**config.mk**
```make
export PLATFORM = sky130hd
export DESIGN_NAME = bcd_countdown_timer
export DESIGN_NICKNAME = d
export VERILOG_FILES = /design/src/rtl/bcd_countdown_timer.sv
export SDC_FILE = /design/constraint.sdc
export NUM_CORES = 1
export LEC_CHECK = 0
export CAP_MARGIN = 20
export CORE_UTILIZATION = 33
export CTS_BUF_LIST = sky130_fd_sc_hd__clkbuf_16
export DETAILED_ROUTE_END_ITERATION = 7
export GPL_TIMING_DRIVEN = 0
export PLACE_DENSITY_LB_ADDON = 0.25
export SYNTH_ARGS = -nofsm -noshare
export SYNTH_HDL_FRONTEND = slang
export SYNTH_SLANG_ARGS = --single-unit
```
**constraint.sdc**
```tcl
create_clock -name clk -period 5.93 [get_ports clk]
set_input_delay 1.186 -clock clk [delete_from_list [all_inputs] [get_ports clk]]
set_output_delay 1.186 -clock clk [all_outputs]
set_load 0.01 [all_outputs]
```
**src/rtl/bcd_countdown_timer.sv**
```systemverilog
// ---------------------------------------------------------------------------
// bcd_countdown_timer
// MM:SS countdown timer held as four BCD digits (00:00 .. 59:59).
// States: IDLE (00), RUN (01), PAUSE (10), DONE (11).
// A one-cycle 'en' strobe (1 Hz tick) decrements the count while running.
// The input priority within one cycle is load_en > stop > start > en.
// A higher input only masks the lower ones when it actually acts: load_en
// is ignored in RUN, and the remaining inputs are then evaluated as usual.
// All outputs are registered. The reset is synchronous and active-low.
// ---------------------------------------------------------------------------
module bcd_countdown_timer (
    input  logic       clk,
    input  logic       rst,
    input  logic       en,
    input  logic       start,
    input  logic       stop,
    input  logic       load_en,
    input  logic [3:0] load_min_t,
    input  logic [3:0] load_min_o,
    input  logic [3:0] load_sec_t,
    input  logic [3:0] load_sec_o,
    output logic [3:0] min_t,
    output logic [3:0] min_o,
    output logic [3:0] sec_t,
    output logic [3:0] sec_o,
    output logic [1:0] state,
    output logic       running,
    output logic       done,
    output logic       expired
);

    localparam logic [1:0] ST_IDLE  = 2'b00;
    localparam logic [1:0] ST_RUN   = 2'b01;
    localparam logic [1:0] ST_PAUSE = 2'b10;
    localparam logic [1:0] ST_DONE  = 2'b11;

    // Tens digits of minutes and seconds saturate at 5.
    function automatic logic [3:0] clamp_tens(input logic [3:0] d);
        logic [3:0] r;
        if (d > 4'd5) begin
            r = 4'd5;
        end else begin
            r = d;
        end
        return r;
    endfunction

    // Ones digits saturate at 9. This keeps every digit a valid BCD value.
    function automatic logic [3:0] clamp_ones(input logic [3:0] d);
        logic [3:0] r;
        if (d > 4'd9) begin
            r = 4'd9;
        end else begin
            r = d;
        end
        return r;
    endfunction

    // Subtract one second from the packed count {min_t, min_o, sec_t, sec_o}.
    // The result saturates at 00:00 and never underflows.
    function automatic logic [15:0] bcd_dec(input logic [15:0] c);
        logic [3:0] mt;
        logic [3:0] mo;
        logic [3:0] st;
        logic [3:0] so;
        mt = c[15:12];
        mo = c[11:8];
        st = c[7:4];
        so = c[3:0];
        if (c == 16'h0000) begin
            // Already at zero: hold the count.
            mt = 4'd0;
            mo = 4'd0;
            st = 4'd0;
            so = 4'd0;
        end else if (so != 4'd0) begin
            so = so - 4'd1;
        end else begin
            so = 4'd9;
            if (st != 4'd0) begin
                st = st - 4'd1;
            end else begin
                st = 4'd5;
                if (mo != 4'd0) begin
                    mo = mo - 4'd1;
                end else begin
                    mo = 4'd9;
                    if (mt != 4'd0) begin
                        mt = mt - 4'd1;
                    end else begin
                        mt = 4'd0;
                    end
                end
            end
        end
        return {clamp_tens(mt), clamp_ones(mo), clamp_tens(st), clamp_ones(so)};
    endfunction

    logic [15:0] count_r;
    logic [1:0]  state_r;
    logic        running_r;
    logic        done_r;
    logic        expired_r;

    logic [15:0] count_nxt_s;
    logic [1:0]  state_nxt_s;
    logic        expired_nxt_s;
    logic [15:0] load_val_s;
    logic [15:0] dec_val_s;
    logic        count_zero_s;

    assign load_val_s   = {clamp_tens(load_min_t), clamp_ones(load_min_o),
                           clamp_tens(load_sec_t), clamp_ones(load_sec_o)};
    assign dec_val_s    = bcd_dec(count_r);
    assign count_zero_s = (count_r == 16'h0000);

    // Next-state and next-count selection using the input priority.
    always_comb begin
        count_nxt_s   = count_r;
        state_nxt_s   = state_r;
        expired_nxt_s = 1'b0;
        if (load_en && (state_r != ST_RUN)) begin
            count_nxt_s = load_val_s;
            state_nxt_s = ST_IDLE;
        end else begin
            case (state_r)
                ST_IDLE: begin
                    // A start with a zero count is refused: there is nothing to run.
                    if (start && !count_zero_s) begin
                        state_nxt_s = ST_RUN;
                    end else begin
                        state_nxt_s = ST_IDLE;
                    end
                end
                ST_RUN: begin
                    if (stop) begin
                        state_nxt_s = ST_PAUSE;
                    end else if (en) begin
                        count_nxt_s = dec_val_s;
                        if (dec_val_s == 16'h0000) begin
                            state_nxt_s   = ST_DONE;
                            expired_nxt_s = 1'b1;
                        end else begin
                            state_nxt_s = ST_RUN;
                        end
                    end else begin
                        state_nxt_s = ST_RUN;
                    end
                end
                ST_PAUSE: begin
                    if (stop) begin
                        state_nxt_s = ST_IDLE;
                    end else if (start) begin
                        state_nxt_s = ST_RUN;
                    end else begin
                        state_nxt_s = ST_PAUSE;
                    end
                end
                ST_DONE: begin
                    if (stop || start) begin
                        state_nxt_s = ST_IDLE;
                        count_nxt_s = 16'h0000;
                    end else begin
                        state_nxt_s = ST_DONE;
                    end
                end
                default: begin
                    state_nxt_s = ST_IDLE;
                    count_nxt_s = 16'h0000;
                end
            endcase
        end
    end

    // Registered state, count and flags. A reset overrides every other input.
    always_ff @(posedge clk) begin
        if (!rst) begin
            count_r   <= 16'h0000;
            state_r   <= ST_IDLE;
            running_r <= 1'b0;
            done_r    <= 1'b0;
            expired_r <= 1'b0;
        end else begin
            count_r   <= count_nxt_s;
            state_r   <= state_nxt_s;
            running_r <= (state_nxt_s == ST_RUN);
            done_r    <= (state_nxt_s == ST_DONE);
            expired_r <= expired_nxt_s;
        end
    end

    assign min_t   = count_r[15:12];
    assign min_o   = count_r[11:8];
    assign sec_t   = count_r[7:4];
    assign sec_o   = count_r[3:0];
    assign state   = state_r;
    assign running = running_r;
    assign done    = done_r;
    assign expired = expired_r;

endmodule

```
Word-level counts from Yosys, hierarchy flattened
Index checks and enable logic that the tools add are counted.

storage, ports and cells
  bits in registers = 21
  input port bits = 22
  output and inout bits = 21
  logic and storage cells = 80

cells by class
  $add $sub $neg = 4
  magnitude comparators = 8
  equal/unequal tests = 9
  muxes and demuxes = 37
  bitwise logic cells = 3
  reductions and logical operators = 14

operators by type and width
  cell                 number
  $mux 4               22
  $mux 16              4
  $logic_not 16->1     2
  $pmux 16 s2          1
  $gt 4x3->1 const B   4
  $gt 4x4->1 const B   4
  $reduce_bool 4->1    4
  $sub 4x1->4 const B  4
  $mux 2               7
  $ne 3x3->1 const B   3
  $pmux 2 s4           1
  $eq 2x2->1 const B   3
  $reduce_or 5->1      1
  $eq 2x1->1 const B   2
  $reduce_and 4->1     1
  $not 1->1            3
  $reduce_bool 3->1    1
  $logic_and 1x1->1    2
  $logic_not 2->1      1
  $mux 1               2
  $ne 2x1->1 const B   1
  $logic_not 1->1      1
  $logic_or 1x1->1     1

Depth between registers and ports, before layout
  depth after elaboration = 15
  gate-level depth with buffers = 8
  mapped depth without buffers = 8

Least setup slack after synthesis
OpenSTA, ideal clock, no wires.

  path type = in2reg
  start point = input port start
  end point = register count_r[13]
  setup time = 0.095 ns
  arrival = 2.467 ns
  required time = 5.835 ns
  path slack = 3.368 ns
  stages = 6
  buffers on the path = 1
  cells stage by stage = or3b_2 a21oi_1 a21o_1 clkbuf_1 a31oi_1 a221oi_1

between the ends
  word-level cells in the longest chain between the ends = 3

RTL lines
  element                            RTL line  text
  start: declaration                 15        input logic start,
  $logic_or 1x1->1                   160       if (stop || start) begin
  $ne 3x3->1 (no source line)        n/a
  $reduce_and 4->1 (no source line)  n/a
  end signal: assignment             184       count_r <= count_nxt_s;
  end: declaration                   99        logic [15:0] count_r;

Every way passes these cells.
A chain may end at the register's enable or synchronous reset.

Final worst setup path
  start point = input port stop
  end point = register count_r[13]

between the ends
  word-level cells in the longest chain between the ends = 3
  elaborated cells between the ends (all ways) = 4
  those cells by class = eq/ne (2); reduce/logical (2)

RTL lines
  element                                RTL line  text
  start: declaration                     16        input logic stop,
  $logic_or 1x1->1                       160
  $ne 3x3->1 (no source line)            n/a
  $reduce_and 4->1 (no source line) (*)  n/a

Mark *: on every way between the ends. The rest lies on a longest branch, timed or not.

==> run_summary.xml <==
<?xml version="1.0" encoding="UTF-8"?>
<metrics>
  <group name="run_status">
    <metric name="run_status" unit="">complete, no violations</metric>
  </group>
  <group name="floorplan">
    <metric name="floorplan.initialDensity" unit="%">35.5</metric>
    <metric name="site_rows" unit="">23</metric>
    <metric name="die_h" unit="um">68.7</metric>
    <metric name="floorplan.die_area" unit="um2">4730</metric>
    <metric name="die-width" unit="um">68.7</metric>
    <metric name="pin_count" unit="">43</metric>
    <metric name="core" unit="um2">4140</metric>
  </group>
  <group name="logic_synthesis">
    <metric name="ys_top_cells_by_area" unit="">sky130_fd_sc_hd__dfxtp_1 (29%), sky130_fd_sc_hd__a211oi_1 (5.6%), sky130_fd_sc_hd__nor2_1 (5.6%)</metric>
    <metric name="postSynth.asyncResetShare" unit="%">0</metric>
    <metric name="mappedNetlistArea" unit="um2">1470</metric>
    <metric name="synth_enable_flop_cells" unit="">0</metric>
    <metric name="synth-seq-area-share" unit="%">28.6</metric>
    <metric name="netlist_instances" unit="">187</metric>
    <metric name="yosys_register_bits" unit="">21</metric>
    <metric name="postSynthNetCount" unit="">211</metric>
    <metric name="synth_largest_type_area_fraction" unit="%">28.6</metric>
    <metric name="synth_area_leader_cell" unit="">sky130_fd_sc_hd__dfxtp_1</metric>
    <metric name="post_synth_top_flop" unit="">sky130_fd_sc_hd__dfxtp_1</metric>
    <metric name="yosysWarningCount" unit="">0</metric>
    <metric name="post-synth-top-count-cell" unit="">sky130_fd_sc_hd__nor2_1</metric>
    <metric name="postSynthAreaPerCell" unit="um2">7.86</metric>
    <metric name="yosys.cell_types.count" unit="">53</metric>
    <metric name="ys_top_cells_by_count" unit="">sky130_fd_sc_hd__nor2_1 (22), sky130_fd_sc_hd__dfxtp_1 (21), sky130_fd_sc_hd__a21oi_1 (15)</metric>
  </group>
  <group name="drt">
    <metric name="wirelength" unit="um">4230</metric>
    <metric name="via_density_per_instance" unit="">5.74</metric>
    <metric name="ant_nets" unit="">0</metric>
    <metric name="num_vias" unit="">1624</metric>
    <metric name="post_drt_wl_per_cell" unit="um">14.9</metric>
    <metric name="drt_drc_violations_left" unit="">0</metric>
    <metric name="drt_first_pass_iters" unit="">4</metric>
    <metric name="dr.first_iter.drc_count" unit="">87</metric>
  </group>
  <group name="grt">
    <metric name="grt.met2_usage" unit="%">29.2</metric>
    <metric name="grt_max_degree" unit="">13</metric>
    <metric name="gr-usage-all-layers" unit="%">19.0</metric>
    <metric name="grt_antenna_before_repair" unit="">0</metric>
    <metric name="global_route.usage.met3" unit="%">3.13</metric>
    <metric name="gr-total-overflow" unit="">0</metric>
    <metric name="met1_usage" unit="%">26.1</metric>
    <metric name="grt.busiest_layer" unit="">met2</metric>
    <metric name="grt_first_pass_wirelength" unit="um">6660</metric>
    <metric name="vias_in_the_first_global_route" unit="">1402</metric>
  </group>
  <group name="pwr">
    <metric name="p_leak" unit="nW">0.757</metric>
    <metric name="peakVddDrop" unit="mV">0.113</metric>
    <metric name="power_density_over_the_cells" unit="nW/um2">251</metric>
  </group>
  <group name="timing">
    <metric name="least_margin_pin_slew" unit="ps">678</metric>
    <metric name="slew-limit-headroom" unit="%">53.5</metric>
    <metric name="totalNegativeSetupSlack" unit="ps">0</metric>
    <metric name="worst_clock_skew" unit="ps">3.45</metric>
    <metric name="timing.fmax" unit="MHz">325</metric>
    <metric name="finalMaxSlewViolations" unit="">0</metric>
    <metric name="setup_repair_after_global_routing_missed_its_margin" unit="">no</metric>
    <metric name="layout_worst_path_cycle_share" unit="%">51.9</metric>
    <metric name="finalHoldViolCount" unit="">0</metric>
    <metric name="layout_min_cycle_time" unit="ps">3080</metric>
    <metric name="setup-violations-final" unit="">0</metric>
  </group>
  <group name="worst_setup_path">
    <metric name="critical_path_peak_fanout" unit="">10</metric>
    <metric name="worstReg2RegEnd" unit="">running</metric>
    <metric name="worst-endpoint-arrival" unit="ps">3240</metric>
    <metric name="critical_path_class" unit="">in -&gt; reg</metric>
    <metric name="worstRegToRegCells" unit="">8</metric>
    <metric name="worst_path_max_delay_cell" unit="">sky130_fd_sc_hd__clkdlybuf4s50_1</metric>
    <metric name="path_delay_family" unit="">buffers and inverters</metric>
    <metric name="reg2reg_setup_slack" unit="ps">3370</metric>
    <metric name="path_cells" unit="">clkdlybuf4s50_1 &gt; or3b_2 &gt; a21oi_1 &gt; a21o_1 &gt; clkbuf_1 &gt; a31oi_1 &gt; a221oi_1</metric>
    <metric name="timing.critical_path.buf_inv" unit="">2</metric>
    <metric name="timing.rr.start" unit="">count_r[12]</metric>
    <metric name="end_kind" unit="">flop</metric>
    <metric name="setup.worst_path.start_class" unit="">input pin</metric>
    <metric name="data_required_time_at_the_worst_endpoint" unit="ps">6090</metric>
    <metric name="slowest_delay" unit="ps">490</metric>
  </group>
  <group name="cts">
    <metric name="clk-insertion-delay-late" unit="ps">260</metric>
    <metric name="cts_tree" unit="">yes</metric>
    <metric name="cts_hold_repair.buffers" unit="">0</metric>
    <metric name="cts_made_buffers" unit="">3</metric>
    <metric name="number_of_sinks_on_the_clock_net" unit="">21</metric>
    <metric name="setup_fix_buffers_added_after_clock_tree_synthesis" unit="">0</metric>
    <metric name="h_tree_levels" unit="">1</metric>
    <metric name="cts_buffer_depth" unit="">2</metric>
    <metric name="clk_pin_slew_worst_paths" unit="ps">60</metric>
    <metric name="cts.repair.resized" unit="">0</metric>
    <metric name="buffer_cell_driving_the_clock_tree_root" unit="">sky130_fd_sc_hd__clkbuf_16</metric>
  </group>
  <group name="final_layout">
    <metric name="final_net_count" unit="">258</metric>
    <metric name="antenna_cells" unit="">0</metric>
    <metric name="final_layout_size_suffix_gt1_share" unit="%">6.87</metric>
    <metric name="area_growth_syn_to_layout" unit="%">38.3</metric>
    <metric name="final_area" unit="um2">2030</metric>
  </group>
  <group name="min_path">
    <metric name="worst_hold_path.num_cells" unit="">2</metric>
    <metric name="hold_path_end" unit="">count_r[1]</metric>
    <metric name="worstHoldStart" unit="">count_r[1]</metric>
    <metric name="worstHoldPathType" unit="">reg -&gt; reg</metric>
  </group>
  <group name="place">
    <metric name="placedInstanceArea" unit="um2">1950</metric>
    <metric name="count_of_port_buffers_added_during_placement" unit="">42</metric>
    <metric name="gp_routability_congestion" unit="">0.848</metric>
    <metric name="hpwlAfterDp" unit="um">3090</metric>
  </group>
  <group name="flow_run">
    <metric name="max-cap-violations" unit="">0</metric>
  </group>
</metrics>
==> report_power, final <==
part / total, mW / switching, mW / internal, mW
logic: 0.193 / 0.0992 / 0.0942
clock network: 0.145 / 0.0544 / 0.0907
registers: 0.172 / 0.0191 / 0.153
total: 0.511 / 0.173 / 0.338
==> cells by family (layout without fill, tap and decap cells) <==
kind of cell	after synthesis	in the layout	synth area share, %
XOR/XNOR	1	1	0.596
flip-flops	21	21	28.6
adder cells (fa/ha/maj)	3	3	2.47
buffers and inverters	18	64	4.68
multiplexers	5	5	3.57
AO/OA/AOI/OAI	67	67	30.8
AND/OR/NAND/NOR	72	72	29.3
==> flip-flops by register name, indices dropped and copies added, names as in the netlist <==
register / cells
expired: 1
state: 2
count_r: 16
done: 1
running: 1
==> layer usage <==
layer	vias up	routed length, um
met1	746	2010
li1	814	-
met2	57	1900
met3	7	254
met5	-	0
met4	0	68
==> placed cells by master, fill, tap and decap left out, types with 5 or more instances in the layout <==
master | netlist | layout
sky130_fd_sc_hd__nand2_1 | 10 | 10
sky130_fd_sc_hd__a21oi_1 | 15 | 15
sky130_fd_sc_hd__clkbuf_1 | 7 | 7
sky130_fd_sc_hd__nor2_1 | 22 | 22
sky130_fd_sc_hd__o21ai_0 | 13 | 13
sky130_fd_sc_hd__dfxtp_1 | 21 | 21
sky130_fd_sc_hd__nor3_1 | 5 | 5
sky130_fd_sc_hd__clkdlybuf4s50_1 | 0 | 42
sky130_fd_sc_hd__inv_1 | 10 | 10
sky130_fd_sc_hd__a211oi_1 | 11 | 11
==> metrics by stage <==
stage                     hold slack, ps  std cells  setup WS (ps)  utilization, %  total power [mW]
final                                561        283           2850            49.1             0.511
after global routing                 608        283           2700            49.1             0.541
after CTS                            562        283           2860            49.1             0.514
after detailed placement             555        279           2600            47.1             0.366
after global placement               539        279           2620            47.1             0.366
after floorplan                      550        187           3370               -             0.296
==> layout make-up <==
cell class	count	area, um2
Buffer	8	31.3
Clock buffer	3	75.1
Clock inverter	1	5.00
Fill cell	435	2110
Inverter	10	37.5
Multi-Input combinational cell	148	981
Sequential cell	21	420
Tap cell	50	62.6
Timing Repair Buffer	42	420
==> worst min-delay path, stage by stage (launching register included) <==
cell,delay [ps]
sky130_fd_sc_hd__dfxtp_1,340
sky130_fd_sc_hd__nor2_1,120
sky130_fd_sc_hd__a211oi_1,50
==> worst max path at each step <==
| stage | start | to | slack (ps) | depth (start not counted) |
|---|---|---|---|---|
| final | stop | count_r[13] | 2850 | 7 |
| after global routing | stop | count_r[5] | 2700 | 7 |
| after floorplan | start | count_r[13] | 3370 | 6 |
| after global placement | stop | count_r[13] | 2620 | 7 |
| after CTS | stop | count_r[13] | 2860 | 7 |
| after detailed placement | stop | count_r[13] | 2600 | 7 |
Note: power is estimated with default switching activity, not from simulation.
